### config.mk
export PLATFORM = sky130hd
export DESIGN_NAME = codificador_flat
export DESIGN_NICKNAME = d
export VERILOG_FILES = /design/src/rtl/codificador_if.sv /design/src/rtl/codificador.sv /design/src/flat_wrapper.sv
export SDC_FILE = /design/constraint.sdc
export NUM_CORES = 1
export LEC_CHECK = 0
export ABC_CLOCK_PERIOD_IN_PS = 1900
export BUFFER_PORTS_ARGS = -buffer_cell sky130_fd_sc_hd__clkbuf_2
export CAP_MARGIN = 20
export CORE_ASPECT_RATIO = 0.8
export CORE_MARGIN = 3
export CORE_UTILIZATION = 30
export CTS_BUF_LIST = sky130_fd_sc_hd__clkbuf_8
export CTS_CLUSTER_DIAMETER = 120
export CTS_CLUSTER_SIZE = 20
export DETAILED_ROUTE_END_ITERATION = 7
export SKIP_LAST_GASP = 1
export SYNTH_ARGS = -nofsm -noshare
export SYNTH_HDL_FRONTEND = slang
export SYNTH_SLANG_ARGS = --single-unit
### constraint.sdc
create_clock -name clk -period 1.9 [get_ports clk]
set_clock_uncertainty 0.2 [all_clocks]
set_input_delay 0.19 -clock clk [delete_from_list [all_inputs] [get_ports clk]]
set_output_delay 0.19 -clock clk [all_outputs]
set_load 0.05 [all_outputs]
### src/rtl/codificador_if.sv
// Signal bundle between the word producer and codificador: input word A..D, ready strobe,
// coded result S3..S0 and valid. The parity bit P exists only when CODIFICADOR_PARITY_EN is defined.
interface codificador_if;
  logic A, B, C, D;
  logic ready;
  logic S3, S2, S1, S0;
  logic valid;
`ifdef CODIFICADOR_PARITY_EN
  logic P;

  modport master (output A, B, C, D, ready, input S3, S2, S1, S0, valid, P);
  modport slave  (input A, B, C, D, ready, output S3, S2, S1, S0, valid, P);
`else
  modport master (output A, B, C, D, ready, input S3, S2, S1, S0, valid);
  modport slave  (input A, B, C, D, ready, output S3, S2, S1, S0, valid);
`endif
endinterface

### src/rtl/codificador.sv
// 4-bit code converter: latches A..D on a rising ready edge, emits Gray / Excess-3 / one's
// complement on S3..S0 after LATENCY clocks. Define CODIFICADOR_PARITY_EN to add parity output P.
module codificador #(
  parameter int CODE    = 0,
  parameter int LATENCY = 2
) (
  input  logic         clk,
  input  logic         reset,
  codificador_if.slave bus
);

  typedef enum logic [1:0] {
    IDLE = 2'd0,
    BUSY = 2'd1,
    DONE = 2'd2
  } state_t;

  if (!(CODE inside {[0:2]})) begin : g_bad_code
    $error("codificador: CODE must be 0, 1 or 2 (got %0d)", CODE);
  end

  if (!(LATENCY inside {[1:4]})) begin : g_bad_latency
    $error("codificador: LATENCY must be 1..4 (got %0d)", LATENCY);
  end

  // Counter is loaded with LATENCY-1 so the result lands exactly LATENCY clocks after accept.
  localparam logic [1:0] CNT_LOAD = 2'(LATENCY - 1);

  function automatic logic [3:0] encode(input logic [3:0] n);
    logic [3:0] r;
    if (CODE == 0)      r = n ^ (n >> 1);
    else if (CODE == 1) r = n + 4'd3;
    else                r = ~n;
    return r;
  endfunction

  state_t     state_q, state_d;
  logic [1:0] cnt_q,   cnt_d;
  logic       rdy_q,   rdy_d;
  logic [3:0] word_q,  word_d;
  logic [3:0] s_q,     s_d;
  logic       valid_q, valid_d;
`ifdef CODIFICADOR_PARITY_EN
  logic       parity_q, parity_d;
`endif

  logic accept;
  assign accept = bus.ready & ~rdy_q;

  always_comb begin
    // NOTE: every signal gets its hold value first so no path leaves it unassigned (no latches).
    state_d  = state_q;
    cnt_d    = cnt_q;
    rdy_d    = bus.ready;
    word_d   = word_q;
    s_d      = s_q;
    valid_d  = valid_q;
`ifdef CODIFICADOR_PARITY_EN
    parity_d = parity_q;
`endif

    unique case (state_q)
      IDLE, DONE: begin
        if (accept) begin
          word_d  = {bus.A, bus.B, bus.C, bus.D};
          valid_d = 1'b0;
          cnt_d   = CNT_LOAD;
          state_d = BUSY;
        end
      end
      BUSY: begin
        // Further ready edges are ignored here; the latched word is finished first.
        if (cnt_q == 2'd0) begin
          s_d      = encode(word_q);
          valid_d  = 1'b1;
`ifdef CODIFICADOR_PARITY_EN
          parity_d = ^encode(word_q);
`endif
          state_d  = DONE;
        end else begin
          cnt_d = cnt_q - 2'd1;
        end
      end
      default: state_d = IDLE;
    endcase
  end

  // NOTE: state registers use non-blocking assignments so every flop samples pre-edge values.
  always_ff @(posedge clk) begin
    if (!reset) begin
      state_q  <= IDLE;
      cnt_q    <= 2'd0;
      rdy_q    <= 1'b0;
      word_q   <= 4'd0;
      s_q      <= 4'd0;
      valid_q  <= 1'b0;
`ifdef CODIFICADOR_PARITY_EN
      parity_q <= 1'b0;
`endif
    end else begin
      state_q  <= state_d;
      cnt_q    <= cnt_d;
      rdy_q    <= rdy_d;
      word_q   <= word_d;
      s_q      <= s_d;
      valid_q  <= valid_d;
`ifdef CODIFICADOR_PARITY_EN
      parity_q <= parity_d;
`endif
    end
  end

  assign bus.S3    = s_q[3];
  assign bus.S2    = s_q[2];
  assign bus.S1    = s_q[1];
  assign bus.S0    = s_q[0];
  assign bus.valid = valid_q;
`ifdef CODIFICADOR_PARITY_EN
  assign bus.P     = parity_q;
`endif

endmodule

### src/flat_wrapper.sv
// flat-port wrapper written by rule: the top's interface ports become plain ports
module codificador_flat 
#(
  parameter int CODE    = 0,
  parameter int LATENCY = 2
)
  (clk, reset, bus_A, bus_B, bus_C, bus_D, bus_ready, bus_S3, bus_S2, bus_S1, bus_S0, bus_valid);
  codificador_if bus_i ();
  input  logic clk;
  input  logic reset;
  input wire logic [$bits(bus_i.A)-1:0] bus_A;
  input wire logic [$bits(bus_i.B)-1:0] bus_B;
  input wire logic [$bits(bus_i.C)-1:0] bus_C;
  input wire logic [$bits(bus_i.D)-1:0] bus_D;
  input wire logic [$bits(bus_i.ready)-1:0] bus_ready;
  output wire logic [$bits(bus_i.S3)-1:0] bus_S3;
  output wire logic [$bits(bus_i.S2)-1:0] bus_S2;
  output wire logic [$bits(bus_i.S1)-1:0] bus_S1;
  output wire logic [$bits(bus_i.S0)-1:0] bus_S0;
  output wire logic [$bits(bus_i.valid)-1:0] bus_valid;
  assign bus_i.A = bus_A;
  assign bus_i.B = bus_B;
  assign bus_i.C = bus_C;
  assign bus_i.D = bus_D;
  assign bus_i.ready = bus_ready;
  assign bus_S3 = bus_i.S3;
  assign bus_S2 = bus_i.S2;
  assign bus_S1 = bus_i.S1;
  assign bus_S0 = bus_i.S0;
  assign bus_valid = bus_i.valid;
  codificador #(.CODE(CODE), .LATENCY(LATENCY)) u_core (.clk(clk), .reset(reset), .bus(bus_i));
endmodule
==> run_results.csv <==
group,metric,value,unit
status,status,"complete, no violations",
hold_path,startpoint_of_the_most_critical_hold_path,"reset",
global_route,antenna_found_initial,0,
global_route,grt_start_max_net_pins,13,
worst_setup_path,cell_type_of_the_slowest_stage_on_the_worst_timing_path,"sky130_fd_sc_hd__dlygate4sd3_1",
worst_setup_path,r2r_cells,5,
power,static-leakage-power,0.296,nW
detailed_routing,final_routed_drc_violation_total,0,
hold_path,hp-class,"input pin to flip-flop",
worst_setup_path,crit_buf_inv,2,
global_route,number_of_global_route_vias_before_repair,366,
worst_setup_path,crit-reg2reg-launch,"u_core.cnt_q[0]$_SDFFE_PN0P_",
layout,final_cell_count_no_fill,94,
worst_setup_path,timing.critical_path.max_delay_family,"buffers and inverters",
clocking,cts_post_setup_buffers_inserted,0,
global_route,global_route.overflow_total,0,
floorplan,floorplan.initialDensity,33.0,%
hold_path,whs_endpoint,"u_core.bus.valid$_SDFFE_PN0P_",
worst_setup_path,cp_data_required_time,1.83,ns
worst_setup_path,setup.worst_path.class,"input pin to flip-flop",
placed_design,placement.io_buffers,11,
worst_setup_path,cp-end-kind,"flip-flop",
sta,worst_hold_slack,0.00564,ns
clocking,cts.sink_count,14,
floorplan,core_region_area,0.00169,mm²
detailed_routing,detail_route.first_pass.iterations,2,
floorplan,rows,13,
worst_setup_path,crit_path_start_kind,"input pin",
detailed_routing,routed_wl,963,µm
synth,synth.ff_latch_count,14,
clocking,clk_pin_slew,0.05,ns
sta,final_max_slew_viol_count,0,
sta,setup-violations-final,0,
worst_setup_path,setup.reg_to_reg.worst_slack,0.37,ns
sta,setup_total_negative_slack,0,ns
flow_run,maxCapViolations,0,
clocking,cts.root.buffer_cell,"sky130_fd_sc_hd__clkbuf_8",
sta,achievable-frequency,0.601,GHz
floorplan,dieWidth,54.2,µm
placed_design,pre_cts_ws,0.361,ns
sta,unrepaired_setup_endpoints_after_global_routing,"no",
layout,syn_to_final_growth,29.6,%
detailed_routing,drtAntennaViolNets,0,
layout,layout.cells.most_common_list,"sky130_fd_sc_hd__dfxtp_1 (14), sky130_fd_sc_hd__nor2_1 (11), sky130_fd_sc_hd__clkbuf_2 (11)",
synth,syn_area,558,µm²
sta,hold_violations,0,
worst_setup_path,path_cells,"dlygate4sd3_1, clkbuf_2, nor3b_4, nor2_2, a32o_1",
sta,relative_slew_margins,69.7,%
floorplan,io_pins,12,
detailed_routing,vias,424,
global_route,track_usage,9.47,%
synth,syn-instance-count,55,
placed_design,gp_congestion,0.719,
clocking,cts_htree_levels,1,
placed_design,dpl-instance-area,632,µm²
detailed_routing,number_of_vias_per_cell_after_detailed_routing,4.51,
power,worst_ir_drop_vdd,0.575,mV
worst_setup_path,largest_fanout_of_any_net_on_the_critical_path,7,
layout,fillCellCount,181,
synth,yosysWarnings,0,
worst_setup_path,crit_path_max_cell_delay,0.52,ns
clocking,clkLatencyLatePin,0.24,ns
placed_design,place.detailed.instances,86,
synth,post_synth_num_cell_types,20,
floorplan,die_h,44.6,µm
power,total_power,0.668,mW
detailed_routing,routedWlPerCell,10.2,µm
hold_path,worstHoldPathCells,2,
worst_setup_path,worst-endpoint-arrival,1.60,ns
layout,layout.cells.most_common,"sky130_fd_sc_hd__dfxtp_1",
layout,final_net_count,82,
synth,synth_nets,63,
sta,worst-slew-pin-transition,0.453,ns
layout,drive_above_1_share,23.6,%
clocking,tritoncts,"built",
global_route,grt_pass1_wl,1.50,mm
clocking,number_of_cts_inserted_buffers,3,
placed_design,place_hpwl,716,µm
sta,final_critical_path_setup_slack,0.236,ns
layout,finish.instance_area,723,µm²
detailed_routing,drt_iter0_markers,5,
synth,yosysSeqAreaShare,50.2,%
layout,num_antenna_cells,0,
power,power-per-cell-area,924,mW/mm²
worst_setup_path,worst_r2r_endpoint,"u_core.cnt_q[1]$_SDFFE_PN0P_",
layout,finish.utilization,42.8,%
clocking,cts_resized,0,
floorplan,fp.dieArea,0.00242,mm²
sta,finalWorstPathRequiredPeriod,1.66,ns
synth,synthesis.area_per_instance,10.1,µm²
sta,final_min_period_over_clock_period,87.6,%
clocking,max-clock-path-buffers,2,
## where the power goes
part / leakage (nW) / switching (mW) / internal [mW] / total [mW]
Combinational: 0.160 / 0.0596 / 0.0453 / 0.105
Clock: 0.0216 / 0.0960 / 0.140 / 0.236
Sequential: 0.115 / 0.0142 / 0.313 / 0.327
Total: 0.296 / 0.170 / 0.498 / 0.668
## worst register-to-register path, cell delays in order (launching register included)
cell	delay [ns]
sky130_fd_sc_hd__dfxtp_1	0.36
sky130_fd_sc_hd__inv_1	0.05
sky130_fd_sc_hd__ha_1	0.20
sky130_fd_sc_hd__nor3b_2	0.28
sky130_fd_sc_hd__nor2_2	0.07
sky130_fd_sc_hd__a32o_1	0.26
## state kept, by name, summed over array words and instances (netlist names)
signal            cells
u_core.state_q        2
u_core.word_q         4
u_core.bus.valid      1
u_core.rdy_q          1
u_core.s_q            4
u_core.cnt_q          2
## per-layer routing
| layer | GRT usage [%] | share of wire, % | up-vias |
|---|---|---|---|
| met5 | 0 | 0 | - |
| met4 | 2.99 | 0 | 0 |
| met3 | 7.07 | 6.5 | 0 |
| met2 | 14.3 | 51 | 10 |
| met1 | 10.2 | 43 | 195 |
| li1 | - | - | 219 |
## cells in the mapped netlist
cell                        n  area, µm²
sky130_fd_sc_hd__a211oi_1   4       30.0
sky130_fd_sc_hd__a31oi_1    1       6.26
sky130_fd_sc_hd__a32o_1     1       10.0
sky130_fd_sc_hd__and2_1     1       6.26
sky130_fd_sc_hd__and3b_1    1       8.76
sky130_fd_sc_hd__buf_2      1       5.00
sky130_fd_sc_hd__clkbuf_1   1       3.75
sky130_fd_sc_hd__dfxtp_1   14        280
sky130_fd_sc_hd__ha_1       1       12.5
sky130_fd_sc_hd__inv_1      4       15.0
sky130_fd_sc_hd__mux2i_1    5       50.1
sky130_fd_sc_hd__nand2b_1   1       6.26
sky130_fd_sc_hd__nor2_1    11       41.3
sky130_fd_sc_hd__nor2_2     1       6.26
sky130_fd_sc_hd__nor2b_1    1       6.26
sky130_fd_sc_hd__nor3_1     1       5.00
sky130_fd_sc_hd__nor3b_2    1       12.5
sky130_fd_sc_hd__nor3b_4    1       18.8
sky130_fd_sc_hd__o21a_1     1       7.51
sky130_fd_sc_hd__xnor2_1    3       26.3
## cell families (layout without fill, tap and decap cells)
kind of cell / Yosys count / in the layout / synth area share (%)
AOI/OAI and AO/OA: 7 / 7 / 9.64
xor gates and xnor gates: 3 / 3 / 4.71
adders and majority gates: 1 / 1 / 2.24
buffers and inverters: 6 / 23 / 4.26
DFF: 14 / 14 / 50.2
muxes: 5 / 5 / 8.97
and+or+nand+nor: 19 / 19 / 20.0
## how the worst max path moves through the flow
| stage | from | end | slack (ns) | depth (start not counted) |
|---|---|---|---|---|
| floorplan | u_core.cnt_q[0]$_SDFFE_PN0P_ | u_core.cnt_q[1]$_SDFFE_PN0P_ | 0.46 | 5 |
| global placement | u_core.cnt_q[0]$_SDFFE_PN0P_ | u_core.cnt_q[1]$_SDFFE_PN0P_ | 0.40 | 5 |
| detailed placement | u_core.cnt_q[0]$_SDFFE_PN0P_ | u_core.cnt_q[1]$_SDFFE_PN0P_ | 0.36 | 5 |
| CTS | bus_ready | u_core.cnt_q[1]$_SDFFE_PN0P_ | 0.19 | 5 |
| global route | bus_ready | u_core.cnt_q[0]$_SDFFE_PN0P_ | 0.14 | 5 |
| finish | bus_ready | u_core.cnt_q[1]$_SDFFE_PN0P_ | 0.24 | 5 |
## cell type report
| class | count | area (µm²) | share of cell area (%) |
|---|---|---|---|
| clock buffer | 3 | 41.3 | 5.71 |
| inverter | 4 | 15.0 | 2.08 |
| multi-input combinational | 35 | 254 | 35.1 |
| sequential | 14 | 280 | 38.8 |
| tap | 22 | 27.5 | 3.81 |
| timing repair buffer | 16 | 105 | 14.5 |
## timing repair
item | 4_1_cts | 5_1_grt
setup endpoints to repair | 0 | 0
hold endpoints to repair | 5 | 0
hold buffers | 5 | 0
(Power assumes the default switching activity.)
